`src/rtl/fir_pkg.sv`:
```
// Shared constants and types for the 2D FIR multiplier datapath.
// PP_W is tied to the NOR partial-product cell output width.
package fir_pkg;

    localparam int PP_W       = 12;
    localparam int DEF_ACC_W  = 16;
    localparam int DEF_NUM_PP = 8;

    typedef enum logic [1:0] {
        IDLE  = 2'd0,
        ACCUM = 2'd1,
        DONE  = 2'd2
    } state_t;

endpackage

```
`src/rtl/pp_accumulator.sv`:
```
// Re-inverts NOR-cell partial products and sums NUM_PP of them per result,
// presenting the sum on a valid/ready port with a sticky carry-out flag.
module pp_accumulator
    import fir_pkg::*;
#(
    parameter int NUM_PP = DEF_NUM_PP,
    parameter int ACC_W  = DEF_ACC_W
) (
    input  logic             clk,
    input  logic             rst,
    input  logic             clear,
    input  logic             in_valid,
    output logic             in_ready,
    input  logic [PP_W-1:0]  prtprod,
    output logic             out_valid,
    input  logic             out_ready,
    output logic [ACC_W-1:0] out_data,
    output logic             out_ovf
);

    localparam int CNT_W = $clog2(NUM_PP + 1);
    localparam logic [CNT_W-1:0] LAST_CNT = CNT_W'(NUM_PP - 1);

    state_t           state;
    logic [ACC_W-1:0] acc;
    logic [CNT_W-1:0] cnt;
    logic             ovf;

    logic [PP_W-1:0]  pp_raw;
    logic [ACC_W-1:0] pp;
    logic [ACC_W:0]   sum_full;
    logic [ACC_W-1:0] sum;
    logic             carry;
    logic             accept;

    // The NOR cells emit the complement, so an all-ones word is a zero term.
    assign pp_raw   = ~prtprod;
    assign pp       = ACC_W'(pp_raw);
    assign sum_full = {1'b0, acc} + {1'b0, pp};
    assign sum      = sum_full[ACC_W-1:0];
    assign carry    = sum_full[ACC_W];

    assign in_ready = (state != DONE);
    assign accept   = in_valid && in_ready;

    always_ff @(posedge clk) begin
        if (rst) begin
            state     <= IDLE;
            acc       <= '0;
            cnt       <= '0;
            ovf       <= 1'b0;
            out_valid <= 1'b0;
            out_data  <= '0;
            out_ovf   <= 1'b0;
        end else if (clear) begin
            state     <= IDLE;
            acc       <= '0;
            cnt       <= '0;
            ovf       <= 1'b0;
            out_valid <= 1'b0;
        end else begin
            case (state)
                IDLE: begin
                    if (accept) begin
                        acc   <= pp;
                        ovf   <= 1'b0;
                        cnt   <= CNT_W'(1);
                        state <= ACCUM;
                    end
                end
                ACCUM: begin
                    if (accept) begin
                        acc <= sum;
                        ovf <= ovf | carry;
                        cnt <= cnt + CNT_W'(1);
                        if (cnt == LAST_CNT) begin
                            out_data  <= sum;
                            out_ovf   <= ovf | carry;
                            out_valid <= 1'b1;
                            state     <= DONE;
                        end
                    end
                end
                DONE: begin
                    // New terms wait until the result has left, costing one bubble.
                    if (out_ready) begin
                        out_valid <= 1'b0;
                        acc       <= '0;
                        cnt       <= '0;
                        state     <= IDLE;
                    end
                end
                default: state <= IDLE;
            endcase
        end
    end

endmodule

```
`config.mk`:
```
export PLATFORM = sky130hd
export DESIGN_NAME = pp_accumulator
export DESIGN_NICKNAME = d
export VERILOG_FILES = /design/src/rtl/fir_pkg.sv /design/src/rtl/pp_accumulator.sv
export SDC_FILE = /design/constraint.sdc
export NUM_CORES = 1
export LEC_CHECK = 0
export ABC_CLOCK_PERIOD_IN_PS = 3400
export BUFFER_PORTS_ARGS = -buffer_cell sky130_fd_sc_hd__buf_2
export CAP_MARGIN = 20
export CORE_ASPECT_RATIO = 0.9
export CORE_MARGIN = 1
export CORE_UTILIZATION = 50
export DETAILED_ROUTE_END_ITERATION = 7
export MAX_ROUTING_LAYER = met4
export PLACE_DENSITY_LB_ADDON = 0.08
export SLEW_MARGIN = 20
export SYNTH_ARGS = -nofsm -noshare
export SYNTH_HDL_FRONTEND = slang
export SYNTH_SLANG_ARGS = --single-unit
```
`constraint.sdc`:
```
create_clock -name clk -period 3.4 [get_ports clk]
set_input_delay 0.68 -clock clk [delete_from_list [all_inputs] [get_ports clk]]
set_output_delay 0.68 -clock clk [all_outputs]
set_load 0.01 [all_outputs]
```
==> results of run 1 <==
-- through the flow --
| step | instance area, um2 | hold WS [ns] | setup WS [ns] |
|---|---|---|---|
| 6_report | 2793 | 0.4542 | 0.7090 |
| 3_3_place_gp | 2676 | 0.4396 | 0.4539 |
| 3_5_place_dp | 2676 | 0.4425 | 0.4053 |
| 5_1_grt | 2793 | 0.4740 | 0.5570 |
| 4_1_cts | 2793 | 0.4561 | 0.7144 |
| 2_1_floorplan | 2459 | 0.4492 | 0.6887 |
-- metal layers --
layer	up-vias	global-route usage	share of wire
met5	-	-	0
met4	0	0.07933	0.013
met3	7	0.03421	0.041
met2	45	0.3864	0.45
met1	1085	0.3116	0.49
li1	1183	-	-
-- path summary, 6_finish.rpt --
kind	from	endpoint	slack [ns]
min reg2reg	out_data[1]	out_data[1]	0.45
min	out_data[1]	out_data[1]	0.45
max reg2reg	acc[0]	acc[8]	0.90
max	prtprod[0]	acc[8]	0.71
-- worst register-to-register path: cells and delay by family, from the launching register on --
family | cells | cell delay [ns]
AO/OA/AOI/OAI | 5 | 1.15
adder cells (fa/ha/maj) | 2 | 0.63
flip-flops | 1 | 0.32
XOR/XNOR | 1 | 0.21
AND/OR/NAND/NOR | 1 | 0.10
-- flip-flops by register name, indices dropped and copies added (netlist names) --
name and count:
acc 16, out_data 16, cnt 4, state 2
out_ovf 1, out_valid 1, ovf 1
-- Yosys cell counts (2+ instances only) --
library cell and instances:
a211oi_1 11, a21o_1 7, a21oi_1 33, a311oi_1 2, a31oi_1 3, and2_1 3
and3_1 2, buf_2 2, clkbuf_1 13, dfxtp_1 41, ha_1 17, inv_1 18
mux2i_1 3, nand2_1 36, nand2b_1 2, nand3_1 10, nand3b_1 2, nor2_1 37
nor3_1 10, o21ai_0 25, o21bai_1 3, o221ai_1 3, o22ai_1 2, or3_1 2
or4_1 2, xnor2_1 7, xor2_1 3
-- power by group --
part,switching (mW),internal (mW)
clock network,0.177,0.240
registers,0.00551,0.488
logic,0.104,0.0651
-- layout make-up --
cell class,count,area share
clock buffers,7,0.03091
repair buffers,37,0.06810
clock inverters,1,0.01075
inverters,18,0.02419
multi-input cells,245,0.5444
well taps,62,0.02778
flip-flops and latches,41,0.2939
-- cell usage in the layout (no fill, tap or decap), types with 2 or more instances in the layout --
| master | count |
|---|---|
| a21oi_1 | 33 |
| dfxtp_1 | 41 |
| or3_1 | 2 |
| a311oi_1 | 2 |
| nand2b_1 | 2 |
| nor2_1 | 37 |
| buf_2 | 35 |
| clkbuf_8 | 6 |
| a211oi_1 | 11 |
| a21o_1 | 7 |
| o221ai_1 | 3 |
| nand2_1 | 36 |
| inv_1 | 18 |
| and3_1 | 2 |
| xor2_1 | 3 |
| nand3b_1 | 2 |
| o21ai_0 | 25 |
| or4_1 | 2 |
| ha_1 | 17 |
| xnor2_1 | 7 |
| buf_4 | 2 |
| o21bai_1 | 3 |
| mux2i_1 | 3 |
| and2_1 | 3 |
| nor3_1 | 10 |
| o22ai_1 | 2 |
| nand3_1 | 10 |
| a31oi_1 | 3 |
-- cell families (layout without fill, tap and decap cells) --
logic type | Yosys count | in the layout | share of synthesized area
multiplexers | 3 | 3 | 0.01221
adder cells (fa/ha/maj) | 18 | 18 | 0.09466
AO/OA/AOI/OAI | 100 | 100 | 0.2575
XOR/XNOR | 10 | 10 | 0.03563
buffers and inverters | 33 | 63 | 0.05140
AND/OR/NAND/NOR | 114 | 114 | 0.2148
flip-flops | 41 | 41 | 0.3338
==> run_results.csv, run 1 <==
group,metric,value,unit
clock_tree,cts_root_buf,"clkbuf_8",
setup_path,critPathBufInv,2,
clock_tree,cts_setup_buffers,0,
layout,fillers,444,
logic_synthesis,yosys.area.top_type,"dfxtp_1",
clock_tree,cts_buffers,5,
setup_path,crit_cells,11,
global_route,grt_pass1_wl,9.377,mm
clock_tree,cts.repair.resized,0,
pwr,total_power,1.079,mW
timing,max_slew_margin,0.5783,
setup_path,required,3.60,ns
global_route,grt_pass1_vias,1995,
drt,post-route-drc-count,0,
layout,multi_input_area,1520,um2
layout,area_delta_synth_final,13.59,%
timing,timing.final.crit_share,0.7915,
setup_path,critPathMaxFanout,4,
logic_synthesis,syn_nets,354,
timing,skew,0.003830,ns
timing,hold_violations,0,
die,coreArea,4576,um2
setup_path,crit_family,"compound AO/OA/AOI/OAI gates",
drt,wl_per_cell,14.17,um
setup_path,path_cells,"buf_2 -> inv_1 -> ha_1 -> fa_1 -> a211oi_1 -> nor2_2 -> o31ai_2 -> a21oi_1 -> xnor2_1 -> o221ai_1 -> o211a_1",
timing,setup_viol,0,
clock_tree,postCtsHoldBufs,0,
logic_synthesis,avgSynthCellArea,7.707,um2
logic_synthesis,synth-seq-area-share,0.3338,
clock_tree,cts_max_level,2,
hold_path,hold-path-cell-count,2,
drt,ant_nets,0,
timing,fmax,371.6,MHz
logic_synthesis,synthCells,319,
pwr,power_per_cell_area,386.4,nW/um2
die,start_util,0.5373,
drt,finalWirelength,5.824,mm
die,dieArea,5202,um2
layout,seq_area,820.8,um2
die,die-height,68.53,um
job,max-cap-violations,0,
drt,viasPerCell,5.645,
global_route,grt-ovfl-total,0,
placement,dp_cells,403,
clock_tree,cts_sinks,41,
timing,setup_tns,0,ns
setup_path,worstSetupPathType,"primary input to flip-flop",
die,rows,23,
setup_path,crit_arrival,2.89,ns
drt,vias,2320,
drt,dr.pass1.iters,4,
pwr,ir_drop,0.1990,mV
clock_tree,cts_tree,"done",
die,io_pins,36,
global_route,antenna_found_initial,0,
placement,place.gp.congestion,0.8672,
layout,diodes,0,
logic_synthesis,synthesis.area,2459,um2
logic_synthesis,synth_cell_types,47,
logic_synthesis,yosysWarnings,0,
global_route,grt_max_degree,21,
setup_path,start_kind,"primary input",
setup_path,ff2ff_path_depth,9,
layout,fin_nets,383,
logic_synthesis,synth_edf_count,0,
clock_tree,clkTransAtPathRegs,0.08,ns
hold_path,hp-class,"flip-flop to flip-flop",
logic_synthesis,synthArstFlopShare,0,
setup_path,critPathSlowestCell,"fa_1",
logic_synthesis,synth_area_leaders,"dfxtp_1 (33%), ha_1 (8.7%), a21oi_1 (6.7%), nor2_1 (5.6%), nand2_1 (5.5%)",
timing,fin_crit,2.691,ns
timing,worstMarginPinSlew,0.6303,ns
layout,fin_cells,411,
global_route,grt_util_all_layers,0.2384,
timing,drv_slew,0,
logic_synthesis,synth_ff_type,"dfxtp_1",
outcome,outcome,"finished clean",
logic_synthesis,yosys.area.top_type_share,0.3338,
clock_tree,cts_buffer_depth,2,
logic_synthesis,synth-seq-cells,41,
pwr,leakage,1.220,nW
die,die_x,75.92,um
placement,dp_hpwl,4.188,mm
layout,utilization,0.6103,
layout,drive_above_1_share,0.1490,
clock_tree,clock_latency,0.30,ns
setup_path,end_kind,"flip-flop",
placement,port_buffers,35,
setup_path,max_stage_delay,0.42,ns
timing,grt_setup_unrepaired,"false",
drt,drt_iter0_drc,125,
Note: power is estimated with default switching activity, not from simulation.
==> inputs of run 2 (changes only) <==
--- a/config.mk
+++ b/config.mk
@@ -5,7 +5,7 @@
 export SDC_FILE = /design/constraint.sdc
 export NUM_CORES = 1
 export LEC_CHECK = 0
-export ABC_CLOCK_PERIOD_IN_PS = 3400
+export ABC_CLOCK_PERIOD_IN_PS = 2350
 export BUFFER_PORTS_ARGS = -buffer_cell sky130_fd_sc_hd__buf_2
 export CAP_MARGIN = 20
 export CORE_ASPECT_RATIO = 0.9
==> constraint.sdc (replaced) <==
create_clock -name clk -period 2.35 [get_ports clk]
set_input_delay 0.47 -clock clk [delete_from_list [all_inputs] [get_ports clk]]
set_output_delay 0.47 -clock clk [all_outputs]
set_load 0.01 [all_outputs]
==> run 2 against run 1 <==
  * Utilization grew 5.0 points
  * Sequential power is 45% higher
  * Global-route usage grew 1.3 points
  * Critical path type is now flip-flop to flip-flop
  * Final area rose by 8.2%
  * Largest power group unchanged
==> run_results.csv, run 2 (synthesis results as in run 1) <==
group,metric,value,unit
outcome,outcome,"finished clean",
timing,max_slew_margin,0.5977,
layout,fin_nets,406,
die,start_util,0.5373,
die,coreArea,4576,um2
global_route,grt_pass1_wl,9.942,mm
timing,fin_crit,2.206,ns
clock_tree,cts_sinks,41,
layout,seq_area,820.8,um2
layout,layout_commonest_cell,"dfxtp_1",
placement,place.gp.congestion,0.8712,
timing,setup_viol,0,
layout,fillers,417,
global_route,grt_pass1_vias,2144,
clock_tree,cts_buffers,5,
pwr,ir_drop,0.2314,mV
timing,timing.final.crit_share,0.9389,
timing,setup_ws,0.1436,ns
global_route,antenna_found_initial,0,
clock_tree,postCtsHoldBufs,0,
timing,fmax,453.2,MHz
setup_path,required,2.57,ns
pwr,leakage,1.337,nW
timing,hold_slack,0.4491,ns
global_route,grt_util_all_layers,0.2511,
setup_path,end_kind,"flip-flop",
clock_tree,cts_root_buf,"clkbuf_8",
layout,layout_common_cells,"dfxtp_1 (41), nor2_1 (37), nand2_1 (36)",
layout,diodes,0,
timing,skew,0.005129,ns
clock_tree,cts_tree,"done",
drt,vias,2351,
clock_tree,cts_max_level,2,
hold_path,hp-class,"flip-flop to flip-flop",
layout,area_delta_synth_final,22.95,%
drt,drt_iter0_drc,92,
global_route,grt-ovfl-total,0,
job,max-cap-violations,0,
die,die_x,75.92,um
timing,drv_slew,0,
clock_tree,clkTransAtPathRegs,0.08,ns
setup_path,path_cells,"ha_4 -> fa_2 -> a211oi_2 -> nor2_2 -> o31ai_4 -> a21oi_2 -> xnor2_2 -> buf_4 -> a211oi_2",
placement,dp_hpwl,4.302,mm
layout,drive_above_1_share,0.2258,
placement,port_buffers,35,
die,io_pins,36,
timing,hold_violations,0,
setup_path,start_kind,"flip-flop",
placement,pre_cts_slack,-0.2541,ns
layout,utilization,0.6607,
die,dieArea,5202,um2
drt,dr.pass1.iters,4,
drt,wl_per_cell,14.05,um
clock_tree,cts_buffer_depth,2,
setup_path,max_stage_delay,0.39,ns
layout,top_regs,"acc (16), out_data (16), cnt (4)",
setup_path,worstSetupPathType,"flip-flop to flip-flop",
die,die-height,68.53,um
die,rows,23,
setup_path,crit_path_frequent_cell,"a211oi_2",
layout,multi_input_area,1578,um2
drt,viasPerCell,5.417,
clock_tree,clock_latency,0.30,ns
clock_tree,cts_setup_buffers,0,
setup_path,crit_arrival,2.43,ns
drt,finalWirelength,6.097,mm
setup_path,critPathSlowestCell,"fa_2",
drt,ant_nets,0,
drt,post-route-drc-count,0,
pwr,power_per_cell_area,531.6,nW/um2
global_route,grt_max_degree,23,
timing,worstMarginPinSlew,0.6012,ns
setup_path,critPathMaxFanout,4,
[run 2: layout make-up]
cell class / count / area share
multi-input cells: 245 / 0.5219
inverters: 18 / 0.02235
clock buffers: 7 / 0.02856
clock inverters: 1 / 0.009934
repair buffers: 60 / 0.1200
flip-flops and latches: 41 / 0.2715
well taps: 62 / 0.02566
[run 2: worst max-delay path, delay by kind of cell, from the launching register on]
| kind | cells | cell delay [ns] |
|---|---|---|
| AOI/OAI and AO/OA | 4 | 0.84 |
| xor gates and xnor gates | 1 | 0.15 |
| buffers and inverters | 1 | 0.13 |
| DFF | 1 | 0.34 |
| adders and majority gates | 2 | 0.56 |
| and+or+nand+nor | 1 | 0.10 |
[run 2: power by group]
part | switching, mW | internal [mW] | leakage, nW
Sequential | 0.00847 | 0.706 | 0.332
Combinational | 0.166 | 0.130 | 0.946
Clock | 0.250 | 0.346 | 0.0585
[run 2: timing repair]
| action | in CTS | in global routing |
|---|---|---|
| setup endpoints to repair | 0 | 11 |
| hold endpoints to repair | 0 | 0 |
| gates resized for setup | 0 | 6 |
[run 2: worst paths after layout]
path	startpoint	end	slack, ns	cells past startpoint
worst min register to register	out_data[9]	out_data[9]	0.45	2
worst min-delay path	out_data[9]	out_data[9]	0.45	2
worst max register to register	acc[0]	out_data[8]	0.14	9
worst max-delay path	acc[0]	out_data[8]	0.14	9
[run 2: routing by layer]
metal	global-route usage	routed length (um)	vias up
li1	-	-	1232
met1	0.3155	2982	1077
met2	0.4227	2802	35
met3	0.03684	230	7
met4	0.08654	82	0
met5	-	0	-
[run 2: metrics by stage]
stage / cells / TNS [ns] / power, mW / area (um2)
finish: 434 / 0 / 1.607 / 3023
global route: 434 / -0.003442 / 1.676 / 3023
CTS: 434 / 0 / 1.609 / 2988
detailed placement: 426 / -2.938 / 1.015 / 2872
global placement: 426 / -2.203 / 1.013 / 2872
floorplan: 319 / 0 / 0.9172 / 2481
